### config.mk
export PLATFORM = sky130hd
export DESIGN_NAME = ex_muldiv_seq
export DESIGN_NICKNAME = d
export VERILOG_FILES = /design/src/rtl/ex_muldiv_seq.sv
export SDC_FILE = /design/constraint.sdc
export NUM_CORES = 1
export LEC_CHECK = 0
export ABC_AREA = 1
export CAP_MARGIN = 10
export CORE_ASPECT_RATIO = 1.4
export CORE_MARGIN = 8
export CORE_UTILIZATION = 35
export CTS_BUF_LIST = sky130_fd_sc_hd__clkbuf_16
export CTS_CLUSTER_DIAMETER = 40
export DETAILED_ROUTE_END_ITERATION = 10
export DONT_BUFFER_PORTS = 1
export GPL_TIMING_DRIVEN = 0
export PLACE_DENSITY = 0.47
export SLEW_MARGIN = 20
export SYNTH_ARGS = -nofsm -noshare
export SYNTH_HDL_FRONTEND = slang
export SYNTH_SLANG_ARGS = --single-unit
### constraint.sdc
create_clock -name clk -period 3.75 [get_ports clk]
set_input_delay 0.75 -clock clk [delete_from_list [all_inputs] [get_ports clk]]
set_output_delay 0.75 -clock clk [all_outputs]
set_load 0.05 [all_outputs]
### src/rtl/ex_muldiv_seq.sv
`default_nettype none
// ============================================================================
// Module      : ex_muldiv_seq
// Description : Sequencer for a shared iterative RV32M multiply/divide unit
//               sitting beside the Execute-stage ALU. One M-extension op is
//               accepted at a time. The pipeline is held while the unit
//               iterates (radix-2 shift/add for multiply, restoring
//               shift/subtract for divide). The result and its destination
//               register are then returned to the EX/MEM boundary with a
//               one-cycle Done pulse.
// Revision    : 1.0 - initial release
// ----------------------------------------------------------------------------
// Ports:
//   clk          in   rising-edge clock
//   rst_n        in   asynchronous active-low reset
//   Start        in   issue pulse for an M-extension op
//   Funct3       in   0 MUL,1 MULH,2 MULHSU,3 MULHU,4 DIV,5 DIVU,6 REM,7 REMU
//   ReadData1in  in   rs1 operand
//   ReadData2in  in   rs2 operand
//   WriteRegIn   in   destination register of the issued op
//   Flush        in   abort the in-flight op (branch/jump squash)
//   Stall        out  freeze IF/ID/EX pipeline registers
//   Busy         out  an op is in progress
//   Done         out  one-cycle result-valid pulse
//   ResultOut    out  result, valid while Done=1, held until the next Done
//   WriteRegOut  out  destination register of the completed op
//   RegWriteOut  out  register write enable (same as Done)
// ----------------------------------------------------------------------------
// Build option:
//   MULDIV_FAST_MUL_EN  when defined, multiplies finish in PREP through a
//                       combinational signed multiplier (PREP -> DONE).
//                       Divides are unaffected.
// ============================================================================
module ex_muldiv_seq #(
  parameter int XLEN = 32,
  parameter int REGW = 5
) (
  input  logic            clk,
  input  logic            rst_n,
  input  logic            Start,
  input  logic [2:0]      Funct3,
  input  logic [XLEN-1:0] ReadData1in,
  input  logic [XLEN-1:0] ReadData2in,
  input  logic [REGW-1:0] WriteRegIn,
  input  logic            Flush,
  output logic            Stall,
  output logic            Busy,
  output logic            Done,
  output logic [XLEN-1:0] ResultOut,
  output logic [REGW-1:0] WriteRegOut,
  output logic            RegWriteOut
);

  localparam int CW = $clog2(XLEN);
  localparam logic [XLEN-1:0] C_INT_MIN = {1'b1, {(XLEN-1){1'b0}}};

  typedef enum logic [2:0] {
    S_IDLE = 3'd0,
    S_PREP = 3'd1,
    S_CALC = 3'd2,
    S_FIX  = 3'd3,
    S_DONE = 3'd4
  } state_t;

  state_t            r_state;
  logic [CW-1:0]     r_cnt;
  logic [XLEN-1:0]   r_op_a;
  logic [XLEN-1:0]   r_op_b;
  logic [2:0]        r_funct3;
  logic [REGW-1:0]   r_rd;
  logic              r_sa;      // rs1 negative and treated as signed
  logic              r_sb;      // rs2 negative and treated as signed
  logic [XLEN-1:0]   r_mag;     // multiplicand or divisor magnitude
  logic [2*XLEN-1:0] r_acc;     // {high, low} working register
  logic              r_done;
  logic [XLEN-1:0]   r_result;
  logic [REGW-1:0]   r_wreg;

  // ------------------------------------------------------------------
  // Operand decode (used in PREP on the captured operands)
  // ------------------------------------------------------------------
  logic            w_a_signed;
  logic            w_b_signed;
  logic            w_a_neg;
  logic            w_b_neg;
  logic [XLEN-1:0] w_mag_a;
  logic [XLEN-1:0] w_mag_b;
  logic            w_is_div;
  logic            w_div_zero;
  logic            w_div_ovf;
  logic [XLEN-1:0] w_special_res;

  always_comb begin
    w_a_signed = 1'b0;
    w_b_signed = 1'b0;
    case (r_funct3)
      3'd1, 3'd4, 3'd6: begin
        w_a_signed = 1'b1;
        w_b_signed = 1'b1;
      end
      3'd2: w_a_signed = 1'b1;
      default: ;
    endcase
  end

  assign w_a_neg    = w_a_signed & r_op_a[XLEN-1];
  assign w_b_neg    = w_b_signed & r_op_b[XLEN-1];
  assign w_mag_a    = w_a_neg ? -r_op_a : r_op_a;
  assign w_mag_b    = w_b_neg ? -r_op_b : r_op_b;
  assign w_is_div   = r_funct3[2];
  assign w_div_zero = w_is_div & (r_op_b == '0);
  // Only the signed divides can overflow (INT_MIN / -1).
  assign w_div_ovf  = w_is_div & w_b_signed &
                      (r_op_a == C_INT_MIN) & (r_op_b == '1);

  // Funct3[1] distinguishes REM/REMU from DIV/DIVU.
  always_comb begin
    w_special_res = '0;
    if (w_div_zero) begin
      w_special_res = r_funct3[1] ? r_op_a : '1;
    end else begin
      w_special_res = r_funct3[1] ? '0 : C_INT_MIN;
    end
  end

  // ------------------------------------------------------------------
  // Iteration datapath
  // ------------------------------------------------------------------
  // Multiply: the multiplier sits in the low half of r_acc and is
  // consumed LSB first while partial sums shift in from the top.
  logic [XLEN:0]     w_mul_sum;
  logic [2*XLEN-1:0] w_mul_next;

  assign w_mul_sum  = {1'b0, r_acc[2*XLEN-1:XLEN]} +
                      (r_acc[0] ? {1'b0, r_mag} : {(XLEN+1){1'b0}});
  assign w_mul_next = {w_mul_sum, r_acc[XLEN-1:1]};

  // Divide: remainder in the high half, dividend bits shift out of the
  // low half while quotient bits shift in behind them.
  logic [XLEN:0]     w_top;
  logic              w_fits;
  logic [XLEN-1:0]   w_sub;
  logic [2*XLEN-1:0] w_div_next;

  assign w_top      = r_acc[2*XLEN-1:XLEN-1];
  assign w_fits     = (w_top >= {1'b0, r_mag});
  // When it fits the difference is below r_mag, so XLEN bits suffice.
  assign w_sub      = w_top[XLEN-1:0] - r_mag;
  assign w_div_next = w_fits ? {w_sub, r_acc[XLEN-2:0], 1'b1}
                             : {w_top[XLEN-1:0], r_acc[XLEN-2:0], 1'b0};

  // ------------------------------------------------------------------
  // Sign fix-up and result selection
  // ------------------------------------------------------------------
  logic [2*XLEN-1:0] w_prod;
  logic [XLEN-1:0]   w_quot;
  logic [XLEN-1:0]   w_rem;
  logic [XLEN-1:0]   w_fix_res;

  assign w_prod = (r_sa ^ r_sb) ? -r_acc : r_acc;
  assign w_quot = (r_sa ^ r_sb) ? -r_acc[XLEN-1:0] : r_acc[XLEN-1:0];
  assign w_rem  = r_sa ? -r_acc[2*XLEN-1:XLEN] : r_acc[2*XLEN-1:XLEN];

  always_comb begin
    w_fix_res = '0;
    if (w_is_div) begin
      w_fix_res = r_funct3[1] ? w_rem : w_quot;
    end else if (r_funct3 == 3'd0) begin
      w_fix_res = w_prod[XLEN-1:0];
    end else begin
      w_fix_res = w_prod[2*XLEN-1:XLEN];
    end
  end

`ifdef MULDIV_FAST_MUL_EN
  // Sign-extending to 2*XLEN gives the same low 2*XLEN bits as a
  // (XLEN+1)x(XLEN+1) signed product, which is all that is selected.
  logic [2*XLEN-1:0] w_fast_a;
  logic [2*XLEN-1:0] w_fast_b;
  logic [2*XLEN-1:0] w_fast_prod;
  logic [XLEN-1:0]   w_fast_res;

  assign w_fast_a    = {{XLEN{w_a_neg}}, r_op_a};
  assign w_fast_b    = {{XLEN{w_b_neg}}, r_op_b};
  assign w_fast_prod = w_fast_a * w_fast_b;
  assign w_fast_res  = (r_funct3[1:0] == 2'd0) ? w_fast_prod[XLEN-1:0]
                                               : w_fast_prod[2*XLEN-1:XLEN];
`endif

  // ------------------------------------------------------------------
  // Sequencer
  // ------------------------------------------------------------------
  always_ff @(posedge clk or negedge rst_n) begin
    if (!rst_n) begin
      r_state  <= S_IDLE;
      r_cnt    <= '0;
      r_op_a   <= '0;
      r_op_b   <= '0;
      r_funct3 <= '0;
      r_rd     <= '0;
      r_sa     <= 1'b0;
      r_sb     <= 1'b0;
      r_mag    <= '0;
      r_acc    <= '0;
      r_done   <= 1'b0;
      r_result <= '0;
      r_wreg   <= '0;
    end else begin
      r_done <= 1'b0;
      if (Flush) begin
        // Squash wins over everything, including a same-cycle Start.
        // A Done already on the outputs has been delivered.
        r_state <= S_IDLE;
      end else begin
        case (r_state)
          S_IDLE: begin
            if (Start) begin
              r_op_a   <= ReadData1in;
              r_op_b   <= ReadData2in;
              r_funct3 <= Funct3;
              r_rd     <= WriteRegIn;
              r_state  <= S_PREP;
            end
          end
          S_PREP: begin
            r_sa  <= w_a_neg;
            r_sb  <= w_b_neg;
            r_cnt <= CW'(XLEN - 1);
            if (w_div_zero || w_div_ovf) begin
              r_result <= w_special_res;
              r_wreg   <= r_rd;
              r_done   <= 1'b1;
              r_state  <= S_DONE;
`ifdef MULDIV_FAST_MUL_EN
            end else if (!w_is_div) begin
              r_result <= w_fast_res;
              r_wreg   <= r_rd;
              r_done   <= 1'b1;
              r_state  <= S_DONE;
`endif
            end else if (w_is_div) begin
              r_mag   <= w_mag_b;
              r_acc   <= {{XLEN{1'b0}}, w_mag_a};
              r_state <= S_CALC;
            end else begin
              r_mag   <= w_mag_a;
              r_acc   <= {{XLEN{1'b0}}, w_mag_b};
              r_state <= S_CALC;
            end
          end
          S_CALC: begin
            r_acc <= w_is_div ? w_div_next : w_mul_next;
            if (r_cnt == '0) begin
              r_state <= S_FIX;
            end else begin
              r_cnt <= r_cnt - 1'b1;
            end
          end
          S_FIX: begin
            r_result <= w_fix_res;
            r_wreg   <= r_rd;
            r_done   <= 1'b1;
            r_state  <= S_DONE;
          end
          S_DONE: begin
            r_state <= S_IDLE;
          end
          default: begin
            r_state <= S_IDLE;
          end
        endcase
      end
    end
  end

  // Stall is combinational on Start in IDLE so the issuing instruction
  // is held in EX during the very cycle it is presented.
  assign Stall = (r_state == S_PREP) || (r_state == S_CALC) ||
                 (r_state == S_FIX)  || ((r_state == S_IDLE) && Start);
  assign Busy        = (r_state != S_IDLE);
  assign Done        = r_done;
  assign RegWriteOut = r_done;
  assign ResultOut   = r_result;
  assign WriteRegOut = r_wreg;

endmodule
`default_nettype wire

======== Word level (Yosys, flattened, before mapping) ========
Index checks and enable logic that the tools add are counted.
cells by class
  add/subtract/negate cells ............... 8
  $lt $le $gt $ge ......................... 1
  equality and inequality tests ........... 14
  muxes and demuxes ....................... 34
  bitwise gates (word level) .............. 9
  reduce and logical (&&, ||, !) cells .... 21
operators with widths
  operator                                                         number
  32-bit 2-to-1 mux                                                14
  64-bit 2-to-1 mux                                                4
  32-bit negator                                                   4
  64-bit case mux with 2 select lines                              1
  32-bit == test, second input constant                            2
  64-bit negator                                                   1
  32-bit case mux with 2 select lines                              1
  32-bit by 32-bit adder with 33-bit output                        1
  33-bit by 32-bit >= comparator with 1-bit output                 1
  32-bit logical NOT                                               1
  32-bit subtractor                                                1
  5-bit case mux with 2 select lines                               2
  3-bit AND reduction                                              5
  3-bit 2-to-1 mux                                                 4
  3-bit case mux with 4 select lines                               1
  5-bit 2-to-1 mux                                                 2
  3-bit by 2-bit == test with 1-bit output, second input constant  3
  1-bit AND                                                        6
  3-bit by 1-bit == test with 1-bit output, second input constant  2
  3-bit == test, second input constant                             2
  3-bit logical NOT                                                2
  2-bit != test, second input constant                             3
  3-bit != test, second input constant                             2
  5-bit logical NOT                                                1
  12 further kinds                                                 21
storage, ports and cells
  register bits ........................... 216
  word-level logic and storage cells ...... 100

======== Logic depth before layout (Yosys ltp) ========
  word-level depth ........................ 10
  mapped depth ............................ 20
  gate-level depth less buffers ........... 18

======== Worst setup path before layout ========
Ideal clock, no wire load.
  path type ............................... register to register
  from .................................... register r_acc[0]
  to ...................................... register r_acc[61]
  setup time .............................. 0.116 ns
  arrival ................................. 2.479 ns
  data required time ...................... 3.634 ns
  setup slack ............................. 1.155 ns
  cell stages (with the launch flop) ...... 20
  buffers on the path ..................... 2
  cells stage by stage .................... dfrtp_1 buf_2 clkbuf_1 nand2_1 inv_1 ha_1 inv_1 fa_1 o21ai_0 nand2_1 nand2_1 nand2_1 nand2_1 nand3_1 nand3_1 nand3_1 nand2_1 inv_1 nand2_1 nand2_1
on the way
  longest elaborated chain between the ends .. 4
RTL lines
  item                                       line  RTL
  from (decl)                                74    logic [2*XLEN-1:0] r_acc;
  from (signal assigned)                     243   r_acc <= {{XLEN{1'b0}}, w_mag_a};
  from (signal assigned)                     247   r_acc <= {{XLEN{1'b0}}, w_mag_b};
  from (signal assigned)                     252   r_acc <= w_is_div ? w_div_next : w_mul_next;
  32-bit 2-to-1 mux                          135   (r_acc[0] ? {1'b0, r_mag} : {(XLEN+1){1'b0}});
  32-bit by 32-bit adder with 33-bit output  134   assign w_mul_sum = {1'b0, r_acc[2*XLEN-1:XLEN]} +
  64-bit 2-to-1 mux                          252
  64-bit case mux with 2 select lines        215   case (r_state)
No other way between the ends.
A chain may end at the register's enable or synchronous reset.

======== Worst setup path in the final report ========
  from .................................... register r_state[2]
  to ...................................... output Stall
on the way
  longest elaborated chain between the ends .. 4
  elaborated cells between the ends (all ways) .. 8
  those cells by class .................... 3 x eq/ne; 5 x reduce/logical
RTL lines
  item                                                                                                  line  RTL
  from (decl)                                                                                           65    state_t r_state;
  from (signal assigned)                                                                                195   r_state <= S_IDLE;
  from (signal assigned)                                                                                213   r_state <= S_IDLE;
  from (signal assigned)                                                                                222   r_state <= S_PREP;
  3-bit by 1-bit == test with 1-bit output or 3-bit by 2-bit == test with 1-bit output (tied branches)  278   assign Stall = (r_state == S_PREP) || (r_state == S_CALC) ||
  1-bit logical OR (2 in a row)                                                                         278
  1-bit logical OR (*)                                                                                  279   (r_state == S_FIX) || ((r_state == S_IDLE) && Start);
  to (decl)                                                                                             46    output logic Stall,
Every way passes the cells marked *; elsewhere a longest branch is shown, timed or not.

==> metrics.txt <==
status=finished, violations left; Netlist cell types=55; I/O pin total=117; largest cells by area after synthesis=dfrtp_1 (26%), nand2_1 (18%), nand3_1 (9.3%); clock share of power=14.5%; CTS tree=done; Pint=9460 µW; worst hold slack=-90.3 ps; ANT nets after route=0; Final setup viols=0; part of the Yosys area used for sequential elements=26.0%; Syn Std Cell Area=20800 µm²; placed cell area=21700 µm²; Net Sw Frac=61.0%; initial antenna violation count=4; count leader, synth=nand2_1; violated checks=negative hold slack; FILL cells=6652; Synth top area share=26.0%; area leader, netlist=dfrtp_1; Reg2Reg Capture Point=r_acc[57]; Post-Route WL=121000 µm; vias in the first global route=24500; pre-CTS setup slack=43.2 ps; Final Hold Vio Count=109; dominant synthesized flop cell=dfrtp_1; largest net degree at the start of global routing=217; Wirelength per Cell=28.4 µm; Tot Pwr=24300 µW; Num CTS Buffers=40; Min-Delay Path Class=in -> async; net switching power=14800 µW; share of layout cells above drive strength 1=6.02%; fin worst setup slack=65.5 ps; Die Area=67500 µm²; initial drt markers=2692; input/output buffers=0; CP Launch Type=flip-flop; Core Footprint=58700 µm²; clk sinks=216; Nets=3639; Leakage=0.0114 µW; Skew-Pair Late Insertion Delay=600 ps; Slew Limit Fails=0; Syn-to-layout area delta=10.6%; Max Cap Viol=0; post-route minimum period=3680 ps; Synth Area per Inst=6.02 µm²; top cells by count, synth=nand2_1 (1014), nor2_1 (433), nand3_1 (385), inv_1 (350), o21ai_0 (241); final non-filler cell area=23000 µm²; GPL Wtd Cong=1.02; P per Cell Area=1060 nW/µm²; post-DR vias/cell=5.81; yosys warns=0; r2r setup slk=260 ps; Initial Util=35.4%; Seq pwr share=20.3%; RSZ-0062 raised after global routing=false; FF-to-FF path depth=17; post-layout util=39.1%; Setup Crit Path Kind=reg -> out; Die H=304 µm; fmax=271 MHz; clock slew at reported path FFs=50 ps; num rows=105; RR Startpoint=r_acc[0]; Die W=222 µm; synthesized flop and latch total=216; H-tree depth=2; Mapped Nets=3598; Crit path required time=3000 ps; maximum VDD drop=0.000407 V; clock buffer depth=3; drt drc=0; slew margin rel.=24.9%; drt pass-1 iters=9; final period utilization=98.3%; worst-margin pin slew=1130 ps; Cells after Synth=3449; EDFF count, synth=0; Congestion Overflow GR=0; CP Capture Type=output port; Final Skew=45.7 ps; Post-synth ARST share=100%; dpl hpwl=99300 µm; first-pass GRT wire length=171000 µm; CP arrival=2930 ps; worst-path maximum fanout=10; DR vias=24800; Combinational Power Share=65.2%; Root Driver=clkbuf_16; Tot GR Track Use=34.8%
## power groups by stage
stage	Clock (µW)	Combinational, µW	Sequential, µW
2_1_floorplan	0	9920	3980
3_3_place_gp	0	15300	4900
3_5_place_dp	0	15300	4910
4_1_cts	3570	15400	4880
5_1_grt	3650	17100	4920
6_report	3510	15800	4920
## critical path: stages (launching register included)
cell      delay (ps)
dfrtp_1          410
nor2_2            80
nand2_1          250
clkbuf_1         430
clkbuf_1         570
nand3_1          600
## worst max-delay path by stage
stage                           from        end  cells past startpoint
final                     r_state[2]      Stall                      5
after global routing      r_state[2]      Stall                      5
after CTS                 r_state[2]      Stall                      5
after detailed placement    r_acc[0]  r_acc[61]                     19
after global placement      r_acc[0]  r_acc[61]                     19
after floorplan             r_acc[0]  r_acc[61]                     19
## state kept, by name, indices dropped and copies added, names as in the netlist
| name | count |
|---|---|
| r_sb | 1 |
| r_op_a | 32 |
| r_cnt | 5 |
| ResultOut | 32 |
| r_funct3 | 3 |
| r_op_b | 32 |
| r_mag | 32 |
| r_acc | 64 |
| r_sa | 1 |
| WriteRegOut | 5 |
| r_rd | 5 |
| Done | 1 |
| r_state | 3 |
## cells by family after synthesis
logic type / share of synthesized area, %
flops: 26.0
simple gates: 41.3
compound gates: 14.9
xor+xnor: 2.99
mux: 0.434
fa+ha+maj: 4.47
buf+inv: 9.91
## through the flow
| step | instances | setup TNS (ps) |
|---|---|---|
| floorplan | 3449 | 0 |
| global placement | 4198 | -24.4 |
| detailed placement | 4198 | 0 |
| CTS | 4270 | 0 |
| global route | 4269 | 0 |
| finish | 4270 | 0 |
## what timing repair did
action                                  CTS  global route
resized for setup                         1             0
hold endpoints to repair                216           216
endpoints found under the setup margin    1             6
gates cloned                              0             0
setup buffers                             0             0
## cell type report
cell class	instances	area (µm²)	area share (%)
multi-input cells	2729	13300	57.9
flip-flops and latches	216	5410	23.5
inverters	368	1390	6.04
clock buffers	40	1000	4.36
well taps	749	937	4.08
plain buffers	135	671	2.92
clock inverters	32	269	1.17
diodes	1	2.50	0.0109
## per-layer routing
metal / track usage [%] / share of wire [%]
met5: 0 / 0.031
met4: 29.8 / 10
met3: 4.73 / 5.8
met2: 59.8 / 48
met1: 37.6 / 36
## cell usage in the layout (no fill, tap or decap), drive strengths merged, types with 7 or more instances in the layout
| cell type | synthesis | layout |
|---|---|---|
| a21oi | 211 | 211 |
| buf | 76 | 76 |
| clkbuf | 60 | 99 |
| clkinv | 4 | 18 |
| dfrtp | 216 | 216 |
| ha | 71 | 71 |
| inv | 364 | 377 |
| mux2 | 8 | 8 |
| nand2 | 1022 | 1022 |
| nand3 | 394 | 394 |
| nand3b | 20 | 20 |
| nand4 | 52 | 52 |
| nor2 | 463 | 463 |
| nor3 | 34 | 34 |
| nor4 | 7 | 7 |
| o211ai | 50 | 50 |
| o21ai | 276 | 276 |
| o22ai | 9 | 9 |
| or2 | 10 | 10 |
| xor2 | 68 | 68 |
Power figures use the tool's default switching activity.
